## config.mk

```make
export PLATFORM = sky130hd
export DESIGN_NAME = multicycle_datapath
export DESIGN_NICKNAME = d
export VERILOG_FILES = /design/src/rtl/project_pkg.sv /design/src/rtl/mdp_alu.sv /design/src/rtl/multicycle_datapath.sv
export SDC_FILE = /design/constraint.sdc
export NUM_CORES = 1
export LEC_CHECK = 0
export ABC_AREA = 1
export BUFFER_PORTS_ARGS = -buffer_cell sky130_fd_sc_hd__buf_2
export CAP_MARGIN = 20
export CORE_MARGIN = 10
export CORE_UTILIZATION = 27
export DETAILED_ROUTE_END_ITERATION = 16
export PLACE_DENSITY = 0.4
export SETUP_SLACK_MARGIN = 0.02
export SLEW_MARGIN = 0
export SYNTH_ARGS = -nofsm -noshare
export SYNTH_HDL_FRONTEND = slang
export SYNTH_SLANG_ARGS = --single-unit
```

## constraint.sdc

```tcl
create_clock -name clk -period 3.2 [get_ports clk]
set_clock_uncertainty 0.1 [all_clocks]
set_input_delay 0.32 -clock clk [delete_from_list [all_inputs] [get_ports clk]]
set_output_delay 0.32 -clock clk [all_outputs]
set_load 0.005 [all_outputs]
```

## src/rtl/project_pkg.sv

```systemverilog
// project_pkg: shared types for the multicycle datapath.
//   e_alu_op    - 3-bit ALU operation code driven by the decoder
//   e_mdp_state - fetch/execute FSM state
//   JMP_*       - jump-condition encodings of ctl_jmp
//   jmp_taken() - evaluates a jump condition against the Z/C flags
package project_pkg;

    typedef enum logic [2:0] {
        ALU_ADD = 3'd0,
        ALU_SUB = 3'd1,
        ALU_AND = 3'd2,
        ALU_OR  = 3'd3,
        ALU_XOR = 3'd4,
        ALU_CPY = 3'd5,
        ALU_SHL = 3'd6,
        ALU_SHR = 3'd7
    } e_alu_op;

    typedef enum logic [2:0] {
        S_FETCH     = 3'd0,
        S_DECODE    = 3'd1,
        S_FETCH_IMM = 3'd2,
        S_EXEC      = 3'd3,
        S_MEM       = 3'd4,
        S_WB        = 3'd5
    } e_mdp_state;

    localparam logic [1:0] JMP_NONE   = 2'b00;
    localparam logic [1:0] JMP_ALWAYS = 2'b01;
    localparam logic [1:0] JMP_Z      = 2'b10;
    localparam logic [1:0] JMP_C      = 2'b11;

    function automatic logic jmp_taken(input logic [1:0] cond, input logic z, input logic c);
        case (cond)
            JMP_ALWAYS: jmp_taken = 1'b1;
            JMP_Z:      jmp_taken = z;
            JMP_C:      jmp_taken = c;
            default:    jmp_taken = 1'b0;
        endcase
    endfunction

endpackage

```

## src/rtl/mdp_alu.sv

```systemverilog
// mdp_alu: WIDTH-generic combinational ALU for the multicycle datapath.
//   a, b   in  WIDTH  operands (a = R[rd], b = IMM or R[rs])
//   op     in  3      e_alu_op
//   res    out WIDTH  result, modulo 2^WIDTH
//   carry  out 1      carry (ADD), borrow (SUB), bit shifted out (SHL/SHR), else 0
module mdp_alu
    import project_pkg::*;
#(
    parameter int WIDTH = 8
) (
    input  logic [WIDTH-1:0] a,
    input  logic [WIDTH-1:0] b,
    input  e_alu_op          op,
    output logic [WIDTH-1:0] res,
    output logic             carry
);

    logic [WIDTH:0] ext;

    always_comb begin
        ext   = '0;
        res   = '0;
        carry = 1'b0;
        case (op)
            ALU_ADD: begin
                ext   = {1'b0, a} + {1'b0, b};
                res   = ext[WIDTH-1:0];
                carry = ext[WIDTH];
            end
            ALU_SUB: begin
                // Top bit of the widened difference is the borrow (a < b).
                ext   = {1'b0, a} - {1'b0, b};
                res   = ext[WIDTH-1:0];
                carry = ext[WIDTH];
            end
            ALU_AND: res = a & b;
            ALU_OR:  res = a | b;
            ALU_XOR: res = a ^ b;
            ALU_CPY: res = b;
            ALU_SHL: begin
                res   = {a[WIDTH-2:0], 1'b0};
                carry = a[WIDTH-1];
            end
            ALU_SHR: begin
                res   = {1'b0, a[WIDTH-1:1]};
                carry = a[0];
            end
            default: res = '0;
        endcase
    end

endmodule

```

## src/rtl/multicycle_datapath.sv

```systemverilog
// multicycle_datapath: fetch/execute datapath with a shared req/ack memory port.
//   clk, rst                      clock (rising edge), async active-low reset
//   mem_addr/mem_rd_req/mem_wr_req/mem_wdata/mem_rdata/mem_ack
//                                 unified memory port; requests held until ack
//   instr, instr_valid            IR to the decoder; valid only in DECODE
//   ctl_*                         decoded controls, stable DECODE through WB
//   pc, flag_z, flag_c            program counter and condition flags
// The request/address outputs are registered from the next state, so the fetch
// request is raised on the first clock edge after reset release.
module multicycle_datapath
    import project_pkg::*;
#(
    parameter int WIDTH = 8,
    parameter int NREG  = 4
) (
    input  logic                     clk,
    input  logic                     rst,
    output logic [WIDTH-1:0]         mem_addr,
    output logic                     mem_rd_req,
    output logic                     mem_wr_req,
    output logic [WIDTH-1:0]         mem_wdata,
    input  logic [WIDTH-1:0]         mem_rdata,
    input  logic                     mem_ack,
    output logic [WIDTH-1:0]         instr,
    output logic                     instr_valid,
    input  logic [$clog2(NREG)-1:0]  ctl_rd,
    input  logic [$clog2(NREG)-1:0]  ctl_rs,
    input  logic [2:0]               ctl_alu_op,
    input  logic                     ctl_alu_src,
    input  logic                     ctl_rimm,
    input  logic                     ctl_mem_rd,
    input  logic                     ctl_mem_wr,
    input  logic                     ctl_reg_wr,
    input  logic                     ctl_flag_wr,
    input  logic [1:0]               ctl_jmp,
    output logic [WIDTH-1:0]         pc,
    output logic                     flag_z,
    output logic                     flag_c
);

    e_mdp_state       state_q, state_d;
    logic [WIDTH-1:0] pc_q, pc_d, ir_q, ir_d, imm_q, imm_d;
    logic [WIDTH-1:0] alur_q, alur_d, mdr_q, mdr_d, addr_q, addr_d;
    logic             z_q, z_d, c_q, c_d;
    logic             rd_req_q, rd_req_d, wr_req_q, wr_req_d;
    logic [WIDTH-1:0] regs_q [NREG];
    logic [WIDTH-1:0] regs_d [NREG];

    logic [WIDTH-1:0] alu_b, alu_res;
    logic             alu_carry, ack_ok;

    assign alu_b = ctl_alu_src ? imm_q : regs_q[ctl_rs];

    mdp_alu #(.WIDTH(WIDTH)) u_alu (
        .a     (regs_q[ctl_rd]),
        .b     (alu_b),
        .op    (e_alu_op'(ctl_alu_op)),
        .res   (alu_res),
        .carry (alu_carry)
    );

    // An ack only counts while a request is actually outstanding.
    assign ack_ok = mem_ack & (rd_req_q | wr_req_q);

    always_comb begin
        state_d  = state_q;
        pc_d     = pc_q;
        ir_d     = ir_q;
        imm_d    = imm_q;
        alur_d   = alur_q;
        mdr_d    = mdr_q;
        z_d      = z_q;
        c_d      = c_q;
        regs_d   = regs_q;
        rd_req_d = 1'b0;
        wr_req_d = 1'b0;
        addr_d   = '0;

        case (state_q)
            S_FETCH: if (ack_ok) begin
                ir_d    = mem_rdata;
                pc_d    = pc_q + WIDTH'(1);
                state_d = S_DECODE;
            end
            S_DECODE: state_d = ctl_rimm ? S_FETCH_IMM : S_EXEC;
            S_FETCH_IMM: if (ack_ok) begin
                imm_d   = mem_rdata;
                pc_d    = pc_q + WIDTH'(1);
                state_d = S_EXEC;
            end
            S_EXEC: begin
                alur_d = alu_res;
                if (ctl_flag_wr) begin
                    z_d = (alu_res == '0);
                    c_d = alu_carry;
                end
                state_d = (ctl_mem_rd | ctl_mem_wr) ? S_MEM : S_WB;
            end
            S_MEM: if (ack_ok) begin
                if (ctl_mem_rd) mdr_d = mem_rdata;
                state_d = S_WB;
            end
            S_WB: begin
                if (ctl_reg_wr) regs_d[ctl_rd] = ctl_mem_rd ? mdr_q : alur_q;
                if (jmp_taken(ctl_jmp, z_q, c_q)) pc_d = imm_q;
                state_d = S_FETCH;
            end
            default: state_d = S_FETCH;
        endcase

        // Bus outputs follow the state being entered.
        case (state_d)
            S_FETCH, S_FETCH_IMM: begin
                rd_req_d = 1'b1;
                addr_d   = pc_d;
            end
            S_MEM: begin
                rd_req_d = ctl_mem_rd;
                wr_req_d = ctl_mem_wr & ~ctl_mem_rd;
                addr_d   = alur_d;
            end
            default: ;
        endcase
    end

    always_ff @(posedge clk or negedge rst) begin
        if (!rst) begin
            state_q  <= S_FETCH;
            pc_q     <= '0;
            ir_q     <= '0;
            imm_q    <= '0;
            alur_q   <= '0;
            mdr_q    <= '0;
            addr_q   <= '0;
            z_q      <= 1'b0;
            c_q      <= 1'b0;
            rd_req_q <= 1'b0;
            wr_req_q <= 1'b0;
            for (int unsigned i = 0; i < NREG; i++) regs_q[i] <= '0;
        end else begin
            state_q  <= state_d;
            pc_q     <= pc_d;
            ir_q     <= ir_d;
            imm_q    <= imm_d;
            alur_q   <= alur_d;
            mdr_q    <= mdr_d;
            addr_q   <= addr_d;
            z_q      <= z_d;
            c_q      <= c_d;
            rd_req_q <= rd_req_d;
            wr_req_q <= wr_req_d;
            for (int unsigned i = 0; i < NREG; i++) regs_q[i] <= regs_d[i];
        end
    end

    assign mem_addr    = addr_q;
    assign mem_rd_req  = rd_req_q;
    assign mem_wr_req  = wr_req_q;
    assign mem_wdata   = regs_q[ctl_rd];
    assign instr       = ir_q;
    assign instr_valid = (state_q == S_DECODE);
    assign pc          = pc_q;
    assign flag_z      = z_q;
    assign flag_c      = c_q;

endmodule

```

# Word-level counts from Yosys, hierarchy flattened
# Cells that the tools add are included.
# word_totals
ff_bits,87
in_bits,26
output_inout_bits,37
wordCells,88
# op_classes
addsub,3
magnitude_cmp,3
eq_ne,17
mux,28
bitwise,10
reduce_logical,12
# ops
operator,n
$mux 8,10
$pmux 8 s8,1
$bmux 8 s2,2
$bwmux 32,1
$pmux 8 s2,2
$eq 3x3->1 const B,7
$demux 8 s2,1
$eq 3x2->1 const B,5
$pmux 3 s5,1
$add 8x8->9,1
$logic_not 3->1,3
$mux 3,3
$sub 8x8->9,1
$add 8x1->8 const B,1
$and 8x8->8,1
$logic_not 8->1,1
$or 8x8->8,1
$reduce_and 2->1,4
$xor 8x8->8,1
$eq 3x1->1 const B,2
$ge 3x3->1 const B,2
$not 2->3,2
$eq 2x2->1 const B,2
$mux 1,4
other kinds (11),14

# Logic depth before layout (Yosys ltp)
# Gate-level depths: netlist of run 1.
# logic_depth
word_depth,9
depth_mapped,23
mapped_depth_nobuf,22

# Modules after synthesis
# Synthesis of run 1 repeated with hierarchy kept, for this count alone.
# hier_totals
hier_cells,791
hier_area_um2,5711.7
# modules_own_cells
module,instances,cells_each,area_per_inst_um2,seq_area_each_um2
multicycle_datapath,1,553,4391.7,2177.1
mdp_alu,1,238,1320.0,0.0

# Least setup slack after synthesis of run 1
# Ideal clock, no wire load.
# synth_timing
path_type,in2reg
from,in ctl_rs[0]
to,reg z_q (netlist: flag_z)
setup_ns,0.065
arrival_ns,2.446
t_required_ns,3.035
slack_ns,0.589
path_stages,23
path_buffers,2
path_cell_list,buf_2 buf_2 a21oi_1 o21ai_0 nand3_1 nand2_1 inv_1 ha_1 inv_1 fa_1 inv_1 nand2_1 nand2_1 nor2_1 nor2_1 nand2_1 nor2_1 nand2_1 nand2_1 nand3_1 nor2_1 nand3_1 nand2_1
# synth_via
elab_chain_len,8
word_cells_on_any_way,12
cone_classes,add/sub (2); mux (5); bitwise (4); reduce/logical (1)
# synth_rtl
item,line,rtl
from (decl),multicycle_datapath.sv:27,"input logic [$clog2(NREG)-1:0] ctl_rs,"
$not 2->3 (not written as such) (*),multicycle_datapath.sv:52,assign alu_b = ctl_alu_src ? imm_q : regs_q[ctl_rs];
$bmux 8 s2 (*),multicycle_datapath.sv:52,
$mux 8 (not written as such) (*) (2 in series),multicycle_datapath.sv:52,
$mux 8 (*),multicycle_datapath.sv:52,
$sub 8x8->9 (tied with other cells),mdp_alu.sv:32,"ext = {1'b0, a} - {1'b0, b};"
$pmux 8 s8 (*),mdp_alu.sv:24,case (op)
$logic_not 8->1 (*),multicycle_datapath.sv:94,z_d = (alu_res == '0);
to (signal assigned),multicycle_datapath.sv:148,z_q <= z_d;
to (decl),multicycle_datapath.sv:44,"logic z_q, z_d, c_q, c_d;"
# Every way passes the cells marked *; elsewhere a longest branch is shown, timed or not. The select of a mux whose other input is x is not followed.
# A chain may end at the register's enable or synchronous reset.

# Worst setup path after layout of run 1
# layout_timing
from,reg regs_q[18] (netlist bit)
to,reg addr_q[4] (netlist: mem_addr[4])
# layout_via
elab_chain_len,8
word_cells_on_any_way,12
cone_classes,add/sub (2); mux (10)
# layout_rtl
item,line,rtl
from (decl),multicycle_datapath.sv:46,logic [WIDTH-1:0] regs_q [NREG];
$bmux 8 s2,multicycle_datapath.sv:52,
$mux 8 (not written as such) (2 in series),multicycle_datapath.sv:52,
$mux 8,multicycle_datapath.sv:52,
$sub 8x8->9 or $add 8x8->9 (tied branches),"mdp_alu.sv:32, mdp_alu.sv:26",
$pmux 8 s8 (*),mdp_alu.sv:24,
$mux 8 (*),multicycle_datapath.sv:79,case (state_q)
$pmux 8 s2 (*),multicycle_datapath.sv:112,case (state_d)
named net addr_d[4],multicycle_datapath.sv:43,"logic [WIDTH-1:0] alur_q, alur_d, mdr_q, mdr_d, addr_q, addr_d;"
to (signal assigned),multicycle_datapath.sv:147,addr_q <= addr_d;
to (decl),multicycle_datapath.sv:43,
# The timed path passes the listed nets; every way through them passes the cells marked *. The select of a mux whose other input is x is not followed.

==> results.py, run 1 <==
metrics = {
    "run_status": {
        "status": "completed",
    },
    "route": {
        "postRouteAntennaNets": 0,
        "first_pass_iters": 5,
        "drt_iter0_markers": 402,
        "wl_per_cell_um": 17.5,
        "wl_met1_um": 9970,
        "top_layer": "met4",
        "wirelength_um": 20400,
        "wl_met3_um": 772,
        "vias_per_cell": 4.73,
        "met2WireLength_um": 9420,
        "drc_errors": 0,
        "via_count": 5511,
    },
    "setup_path": {
        "critPathLaunchType": "register",
        "cp.arrival_ps": 3010,
        "reg2reg_from": "regs_q[18]",
        "worstPathRequired_ps": 3330,
        "reg2reg_to": "mem_addr[4]",
        "cp_max_fo": 6,
        "cp-end-kind": "register",
        "r2r_cells": 17,
        "crit_type": "reg2reg",
        "rrSetupSlack_ps": 320,
    },
    "timing": {
        "fin_tns_setup_ps": 0,
        "tightestPinTransition_ps": 657,
        "hold_violations": 0,
        "finalSetupViolations": 0,
        "rsz0062_at_grt": "no",
        "setup_ws_ps": 318,
        "clock.fmax_mhz": 347,
        "drv_slew": 0,
        "min_period_ps": 2880,
        "period_share": 0.901,
        "slew_headroom": 0.557,
    },
    "floorplanning": {
        "coreArea_mm2": 0.0211,
        "initial_utilization": 0.274,
        "num_io_pins": 63,
        "rows": 53,
        "die_w_um": 166,
        "die_y_um": 166,
        "dieArea_mm2": 0.0277,
    },
    "finish": {
        "final_area_mm2": 0.00684,
        "area_delta_synth_final_pct": 18.1,
        "drive_gt1_frac": 0.177,
        "multi_input_area_mm2": 0.00304,
        "fillers": 2384,
        "seqCellArea_mm2": 0.00218,
        "antenna_cells": 0,
        "nNetsFinal": 937,
    },
    "clock_network": {
        "worst_skew_pair.late_latency_ps": 350,
        "cts-root-buf": "clkbuf_16",
        "cts_resized": 0,
        "cts_setup_buffers": 0,
        "htree_levels": 3,
        "cts_tree": "done",
        "cts_buffers": 9,
        "clockBufferDepth": 2,
        "path_clk_slew_ps": 70,
        "cts_hold_buffers": 1,
        "clock_sinks": 87,
    },
    "global_route": {
        "antenna_found_initial": 0,
        "gr-total-overflow": 0,
        "grt_use_total": 0.147,
        "grt_max_degree": 48,
        "first_global_vias": 5576,
        "grt_pass1_wl_um": 32500,
    },
    "synthesis": {
        "synth-async-reset-ratio": 1.00,
        "syn_nets": 860,
        "avgSynthCellArea_um2": 7.17,
        "ys_seq_area_frac": 0.376,
        "ys_ff_latch": 87,
        "synth_edf_count": 0,
        "yosysUniqueCellTypes": 41,
        "postSynthCellCount": 807,
        "ys.flop_type": "dfrtp_1",
        "synth-warning-count": 0,
        "netlist_area_mm2": 0.00579,
    },
    "placement": {
        "routabilityCongestion": 0.880,
        "dpl_cell_area_mm2": 0.00652,
        "portBuffers": 62,
        "post-place-ws_ps": 130,
        "dp_hpwl_um": 16300,
    },
    "worst_hold_path": {
        "min_to": "mem_wr_req",
        "min_from": "ctl_mem_wr",
        "worstHoldPathCells": 3,
        "hp-class": "in2reg",
    },
    "pwr": {
        "irDropWorstVdd_mv": 0.271,
        "leakage_nw": 3.63,
        "cellPowerDensity_mw_per_mm2": 823,
    },
    "run": {
        "maxCapViolCount": 0,
    },
}
-- sequential cells by signal, indices dropped and copies added, names as in the netlist, 3 cells and up --
name	flops
regs_q	32
alur_q	8
imm_q	8
instr	8
mdr_q	8
mem_addr	8
pc	8
state_q	3
-- power by group --
group / total, mW / internal, mW / leakage (nW) / switching [mW]
Combinational: 2.65 / 0.947 / 2.42 / 1.70
Sequential: 1.87 / 1.54 / 1.06 / 0.330
Clock: 1.11 / 0.617 / 0.150 / 0.495
Total: 5.63 / 3.10 / 3.63 / 2.52
-- cells in the mapped netlist (all sizes together) (4+ instances only) --
library cell  number  area share
o21ai             72       0.064
buf               16       0.017
o211ai             9       0.012
nor3               8       0.013
a21oi             30       0.028
xor2               5      0.0076
nor2              73       0.052
or2                4      0.0048
ha                25       0.054
nand3             71       0.062
nand2            236        0.15
mux2              18       0.035
inv              117       0.076
o22ai              4      0.0043
nand4              8      0.0086
clkbuf             6      0.0039
dfrtp             87        0.38
-- kinds of logic (layout without fill, tap and decap cells) --
kind of cell,after synthesis,after routing,synth area share
compound gates,127,127,0.125
xor+xnor,5,5,0.00757
fa+ha+maj,27,27,0.0610
buf+inv,141,223,0.0981
flops,87,87,0.376
mux,18,18,0.0350
simple gates,402,402,0.297
-- layout by cell type (no fill, tap or decap), drive strengths merged, types with 4 or more instances in the layout --
cell type and instances:
xor2 5, nand3 71, inv 120, clkbuf 9
nand4 8, clkinv 4, o211ai 9, o21ai 72
or2 4, nand2 236, buf 87, o22ai 4
mux2 18, nor3 8, ha 25, dfrtp 87
nor2 73, a21oi 30
-- stage by stage --
stage / utilization / hold slack (ps) / cells / power (mW)
2_1_floorplan: - / -75.6 / 807 / 3.51
3_3_place_gp: 0.309 / 254 / 1147 / 4.57
3_5_place_dp: 0.309 / 262 / 1147 / 4.54
4_1_cts: 0.324 / 88.2 / 1164 / 5.69
5_1_grt: 0.324 / 102 / 1164 / 6.15
6_report: 0.324 / 103 / 1164 / 5.63
-- how the worst max path moves through the flow --
stage	startpoint	end	slack [ps]	depth (start not counted)
floorplan	ctl_rs[0]	flag_z	590	23
global placement	ctl_rs[0]	mem_addr[4]	110	19
detailed placement	ctl_rs[0]	mem_addr[4]	130	19
CTS	regs_q[18]	mem_addr[4]	330	17
global route	regs_q[18]	mem_addr[4]	40	17
finish	regs_q[18]	mem_addr[4]	320	17
-- worst max-delay path, stage by stage (launching register included) --
cell and delay (ps):
dfrtp_1 360, inv_1 60, a21oi_1 110, o21ai_0 110, nand3_1 170, nand2_1 180, ha_1 450, inv_1 100
buf_4 150, nor2_1 120, o21ai_0 90, nand2_1 100, xor2_1 190, nand2_1 70, nand2_1 110, nand2_1 50
o21ai_0 150, o21ai_1 110
-- routing by layer --
layer / vias to the layer above / global-route usage
met5: - / 0
met4: 0 / 0.0286
met3: 17 / 0.0247
met2: 108 / 0.235
met1: 2649 / 0.203
li1: 2737 / -
-- cell type report --
class,count,share of cell area
Sequential cell,87,0.318
Timing Repair Buffer,88,0.0765
Tap cell,275,0.0503
Inverter,119,0.0653
Clock buffer,9,0.0329
Clock inverter,7,0.0115
Multi-Input combinational cell,579,0.445
Power figures use the tool's default switching activity.
==> run 2: changes to the inputs <==
- CORE_MARGIN: 10 -> 2
==> results.py, run 2 (synthesis results as in run 1) <==
metrics = {
    "run_status": {
        "status": "completed",
    },
    "setup_path": {
        "worst-path-buf-inv": 3,
        "crit_chain": "inv_1 > a21oi_1 > o21ai_0 > nand3_1 > nand2_1 > inv_1 > ha_1 > inv_1 > fa_1 > nor2_1 > o21ai_0 > nand2_1 > xor2_1 > nand2_1 > nand2_1 > nand2_1 > o21ai_0 > o21ai_1",
        "reg2reg_from": "regs_q[16]",
        "critPathLaunchType": "register",
        "critPathTopFamily": "simple AND/OR/NAND/NOR gates",
        "reg2reg_to": "mem_addr[4]",
        "crit_type": "reg2reg",
        "cp-end-kind": "register",
        "cp_max_fo": 2,
        "cp.arrival_ps": 2900,
        "crit_top_cell": "nand2_1",
        "endpoint": "mem_addr[4]",
        "max_stage_delay_ps": 410,
        "r2r_cells": 18,
        "crit_start": "regs_q[16]",
        "cp_slowest_cell": "fa_1",
        "worstPathRequired_ps": 3320,
        "crit_cells": 18,
        "rrSetupSlack_ps": 420,
    },
    "route": {
        "wirelength_um": 19500,
        "first_pass_iters": 5,
        "wl_per_cell_um": 16.7,
        "via_count": 5447,
        "drc_errors": 0,
        "vias_per_cell": 4.68,
        "drt_iter0_markers": 328,
        "postRouteAntennaNets": 0,
    },
    "floorplanning": {
        "num_io_pins": 63,
        "dieArea_mm2": 0.0226,
        "rows": 53,
        "coreArea_mm2": 0.0210,
        "initial_utilization": 0.275,
        "die_w_um": 150,
        "die_y_um": 150,
    },
    "global_route": {
        "grt_use_total": 0.179,
        "antenna_found_initial": 0,
        "first_global_vias": 5292,
        "grt_pass1_wl_um": 30300,
        "grt_max_degree": 46,
        "gr-total-overflow": 0,
    },
    "pwr": {
        "leakage_nw": 3.67,
        "pwr-share-clk": 0.227,
        "p_comb_frac": 0.449,
        "power_switching_mw": 2.46,
        "cellInternalPower_mw": 3.32,
        "switching_share": 0.425,
        "irDropWorstVdd_mv": 0.322,
        "total_power_mw": 5.78,
        "cellPowerDensity_mw_per_mm2": 836,
        "seqPwrFrac": 0.323,
    },
    "timing": {
        "period_share": 0.869,
        "min_period_ps": 2780,
        "rsz0062_at_grt": "no",
        "setup_ws_ps": 420,
        "drv_slew": 0,
        "slew_headroom": 0.579,
        "fin_tns_setup_ps": 0,
        "hold_violations": 0,
        "clock.fmax_mhz": 360,
        "tightestPinTransition_ps": 631,
        "finalSetupViolations": 0,
    },
    "finish": {
        "antenna_cells": 0,
        "top_register": "regs_q",
        "final_core_util": 0.329,
        "drive_gt1_frac": 0.178,
        "final_common_cell": "nand2_1",
        "mostFrequentLayoutCells": "nand2_1, inv_1, dfrtp_1",
        "fillers": 2303,
        "stdcell_count": 1165,
        "nNetsFinal": 939,
        "largest_reg_flops": 32,
        "area_delta_synth_final_pct": 19.5,
    },
    "placement": {
        "routabilityCongestion": 0.894,
        "place_inst": 1149,
        "portBuffers": 62,
        "post-place-ws_ps": 172,
        "dp_hpwl_um": 15500,
    },
    "clock_network": {
        "clockBufferDepth": 2,
        "worst_skew_pair.late_latency_ps": 350,
        "clock_sinks": 87,
        "cts_tree": "done",
        "path_clk_slew_ps": 70,
        "htree_levels": 3,
        "cts-root-buf": "clkbuf_16",
        "cts_setup_buffers": 0,
        "cts_buffers": 9,
    },
    "worst_hold_path": {
        "hp-class": "in2reg",
    },
    "run": {
        "maxCapViolCount": 0,
    },
}
[run 2: cell count changes in the layout (fill, tap and decap cells not counted), sizes merged]
| cell | change |
|---|---|
| clkinv | -2 |
| inv | -1 |
| clkinvlp | -1 |
| buf | +2 |
| bufinv | +3 |
[run 2: worst min path at each step]
stage / startpoint / to / slack [ps] / depth (start not counted)
global placement: rst / pc[0] / 300 / 1
finish: ctl_mem_wr / mem_wr_req / 110 / 3
global route: ctl_mem_wr / mem_wr_req / 100 / 3
detailed placement: rst / pc[0] / 280 / 1
floorplan: rst / alur_q[0] / -80 / 0
CTS: ctl_mem_wr / mem_wr_req / 90 / 3
[run 2: what timing repair did]
item / in CTS / in global routing
gates resized for setup: 0 / 0
hold buffers: 1 / 0
hold endpoints to repair: 43 / 0
[run 2: cell type report]
cell class,instances,area (µm²),share of cell area
multi-input cells,579,3040,0.440
clock buffers,9,225,0.0326
repair buffers,90,538,0.0778
well taps,275,344,0.0498
inverters,119,447,0.0646
flip-flops and latches,87,2180,0.315
clock inverters,6,140,0.0203
[run 2: power groups by stage]
stage | Combinational (mW) | Clock [mW] | Sequential, mW
after floorplan | 1.74 | 0 | 1.77
after global placement | 2.64 | 0 | 1.90
after detailed placement | 2.60 | 0 | 1.89
after CTS | 2.61 | 1.35 | 1.87
after global routing | 2.96 | 1.40 | 1.93
final | 2.60 | 1.31 | 1.87
[run 2: stage by stage]
stage / hold slack, ps / cell area, µm²
CTS: 94.5 / 6910
global placement: 301 / 6540
global route: 104 / 6910
floorplan: -75.6 / 5790
finish: 111 / 6910
detailed placement: 284 / 6540
[run 2: per-layer routing]
metal	wire length [µm]	track usage	vias to the layer above
li1	-	-	2739
met1	9530	0.258	2553
met2	8700	0.271	124
met3	718	0.0230	31
met4	546	0.0684	0
met5	0	0	-
[run 2: worst reg2reg max path: cells and delay by family (launching register included)]
kind	cells	cell delay, ps
buffers and inverters	3	200
xor gates and xnor gates	1	160
and+or+nand+nor	7	710
adders and majority gates	2	570
DFF	1	350
AOI/OAI and AO/OA	5	540
==> run 3: changes to the inputs <==
- SYNTH_HIERARCHICAL: unset -> 1
==> results.py, run 3 <==
metrics = {
    "worst_hold_path": {
        "min_from": "mem_rdata[1]",
        "hp-class": "in2reg",
    },
    "setup_path": {
        "cp_max_fo": 5,
        "crit_cells": 15,
        "critPathTopFamily": "compound AO/OA/AOI/OAI gates",
        "reg2reg_from": "regs_q[18]",
        "critPathLaunchType": "register",
        "endpoint": "flag_z",
        "reg2reg_to": "flag_z",
        "r2r_cells": 15,
        "crit_chain": "inv_1 > a21oi_1 > o21ai_0 > a31oi_1 > inv_1 > ha_2 > inv_2 > a21oi_1 > nand3_1 > nand3_1 > nand4_1 > nor4_1 > buf_4 > nand2_1 > o21ai_0",
        "worstPathRequired_ps": 3380,
        "crit_type": "reg2reg",
        "max_stage_delay_ps": 390,
        "worst-path-buf-inv": 4,
        "cp.arrival_ps": 3080,
        "cp-end-kind": "register",
        "crit_start": "regs_q[18]",
        "rrSetupSlack_ps": 300,
        "cp_slowest_cell": "ha_2",
    },
    "timing": {
        "finalSetupViolations": 0,
        "hold_violations": 0,
        "tightestPinTransition_ps": 862,
        "fin_tns_setup_ps": 0,
        "slew_headroom": 0.419,
        "period_share": 0.906,
        "drv_slew": 0,
        "min_period_ps": 2900,
        "clock.fmax_mhz": 345,
        "rsz0062_at_grt": "no",
    },
    "global_route": {
        "grt_use_total": 0.176,
        "first_global_vias": 5165,
        "grt_max_degree": 48,
        "antenna_found_initial": 0,
        "gr-total-overflow": 0,
        "grt_pass1_wl_um": 29800,
    },
    "run": {
        "maxCapViolCount": 0,
    },
    "route": {
        "vias_per_cell": 4.58,
        "drt_iter0_markers": 271,
        "wl_per_cell_um": 16.0,
        "via_count": 5389,
        "wirelength_um": 18800,
        "drc_errors": 0,
        "postRouteAntennaNets": 0,
        "first_pass_iters": 5,
    },
    "clock_network": {
        "worst_skew_pair.late_latency_ps": 350,
        "clockBufferDepth": 2,
        "clock_sinks": 87,
        "htree_levels": 3,
        "cts_buffers": 9,
        "path_clk_slew_ps": 70,
        "cts_tree": "done",
        "cts-root-buf": "clkbuf_16",
    },
    "pwr": {
        "irDropWorstVdd_mv": 0.285,
        "total_power_mw": 5.87,
        "leakage_nw": 3.62,
        "cellPowerDensity_mw_per_mm2": 845,
    },
    "finish": {
        "area_delta_synth_final_pct": 21.5,
        "final_common_cell": "nand2_1",
        "stdcell_count": 1176,
        "largest_reg_flops": 32,
        "drive_gt1_frac": 0.172,
        "antenna_cells": 0,
        "final_core_util": 0.332,
        "final_area_mm2": 0.00694,
        "nNetsFinal": 950,
        "top_register": "regs_q",
        "mostFrequentLayoutCells": "nand2_1, inv_1, dfrtp_1",
    },
    "floorplanning": {
        "die_y_um": 149,
        "die_w_um": 149,
        "coreArea_mm2": 0.0209,
        "dieArea_mm2": 0.0223,
        "num_io_pins": 63,
        "rows": 53,
        "initial_utilization": 0.273,
    },
    "synthesis": {
        "yosys-top-cells-area": "dfrtp_1, nand2_1, inv_1, o21ai_0, ha_1",
        "synth-warning-count": 6,
        "postSynthCellCount": 791,
        "avgSynthCellArea_um2": 7.22,
        "ys_seq_area_frac": 0.381,
        "post_synth_most_frequent_cells": "nand2_1, inv_1, dfrtp_1",
        "synth_edf_count": 0,
        "yosysUniqueCellTypes": 39,
        "yosysMostFrequentCell": "nand2_1",
        "syn_nets": 845,
        "netlist_area_mm2": 0.00571,
        "synth.top_cell.area_share": 0.381,
        "ys_ff_latch": 87,
        "synth_top_area_cell": "dfrtp_1",
        "ys.flop_type": "dfrtp_1",
        "synth-async-reset-ratio": 1.00,
    },
    "placement": {
        "place_inst": 1158,
        "dp_hpwl_um": 15100,
        "dpl_cell_area_mm2": 0.00664,
        "routabilityCongestion": 0.835,
        "portBuffers": 62,
    },
    "run_status": {
        "status": "completed",
    },
}
[run 3: changes by cell type after synthesis, moves of 8 or more]
cell	change
a31oi_1	+8
o211ai_1	-8
nand3_1	-19
nand2_1	-25
mux2_2	-18
nor2_2	-8
nor2_1	-15
inv_1	+25
o22ai_1	+10
inv_2	-8
o21ai_0	+21
[run 3: worst min path at each step]
stage | end | depth (start not counted)
CTS | mdr_q[1] | 3
finish | mdr_q[1] | 3
global placement | regs_q[29] | 1
global route | mdr_q[2] | 3
detailed placement | regs_q[29] | 1
floorplan | alur_q[0] | 0
[run 3: cells by family (layout without fill, tap and decap cells)]
kind of cell | count (synthesis) | in the layout | synth area share
flip-flops | 87 | 87 | 0.381
XOR/XNOR | 3 | 3 | 0.00460
AO/OA/AOI/OAI | 167 | 167 | 0.164
buffers and inverters | 156 | 266 | 0.109
AND/OR/NAND/NOR | 350 | 350 | 0.278
adder cells (fa/ha/maj) | 28 | 28 | 0.0640
[run 3: report_power, final]
group          switching, mW  total, mW  leakage [nW]  internal [mW]
Combinational           1.88       2.98          2.48           1.11
Clock                  0.486       1.04         0.134          0.556
Sequential             0.289       1.84          1.00           1.55
Total                   2.65       5.87          3.62           3.21
[run 3: worst min-delay path: stages]
cell and delay [ps]:
buf_2 100, nand2_1 50, o21ai_0 50
[run 3: what timing repair did]
action / CTS / global route
setup endpoints to repair: 0 / 1
buffers inserted: 0 / 1
hold buffers: 1 / 0
gates resized for setup: 0 / 2
endpoints found under the hold margin: 45 / 0
[run 3: per-layer routing]
layer	up-vias	track usage	wire, µm
met3	19	0.0229	534
met5	-	0	0
met2	94	0.273	8310
met1	2497	0.256	9690
met4	0	0.0481	289
li1	2779	-	-
[run 3: final cells by class]
class | count | area [µm²]
Fill cell | 2323 | 13900
Multi-Input combinational cell | 548 | 2920
Sequential cell | 87 | 2180
Timing Repair Buffer | 115 | 713
Inverter | 135 | 508
Tap cell | 275 | 344
Clock buffer | 11 | 243
Clock inverter | 5 | 40.0
[run 3: through the flow]
stage               hold slack [ps]  worst slack, ps
global route                    124             29.9
finish                          103              300
CTS                            92.2              292
floorplan                     -75.6              269
detailed placement              289             43.5
global placement                291             80.5
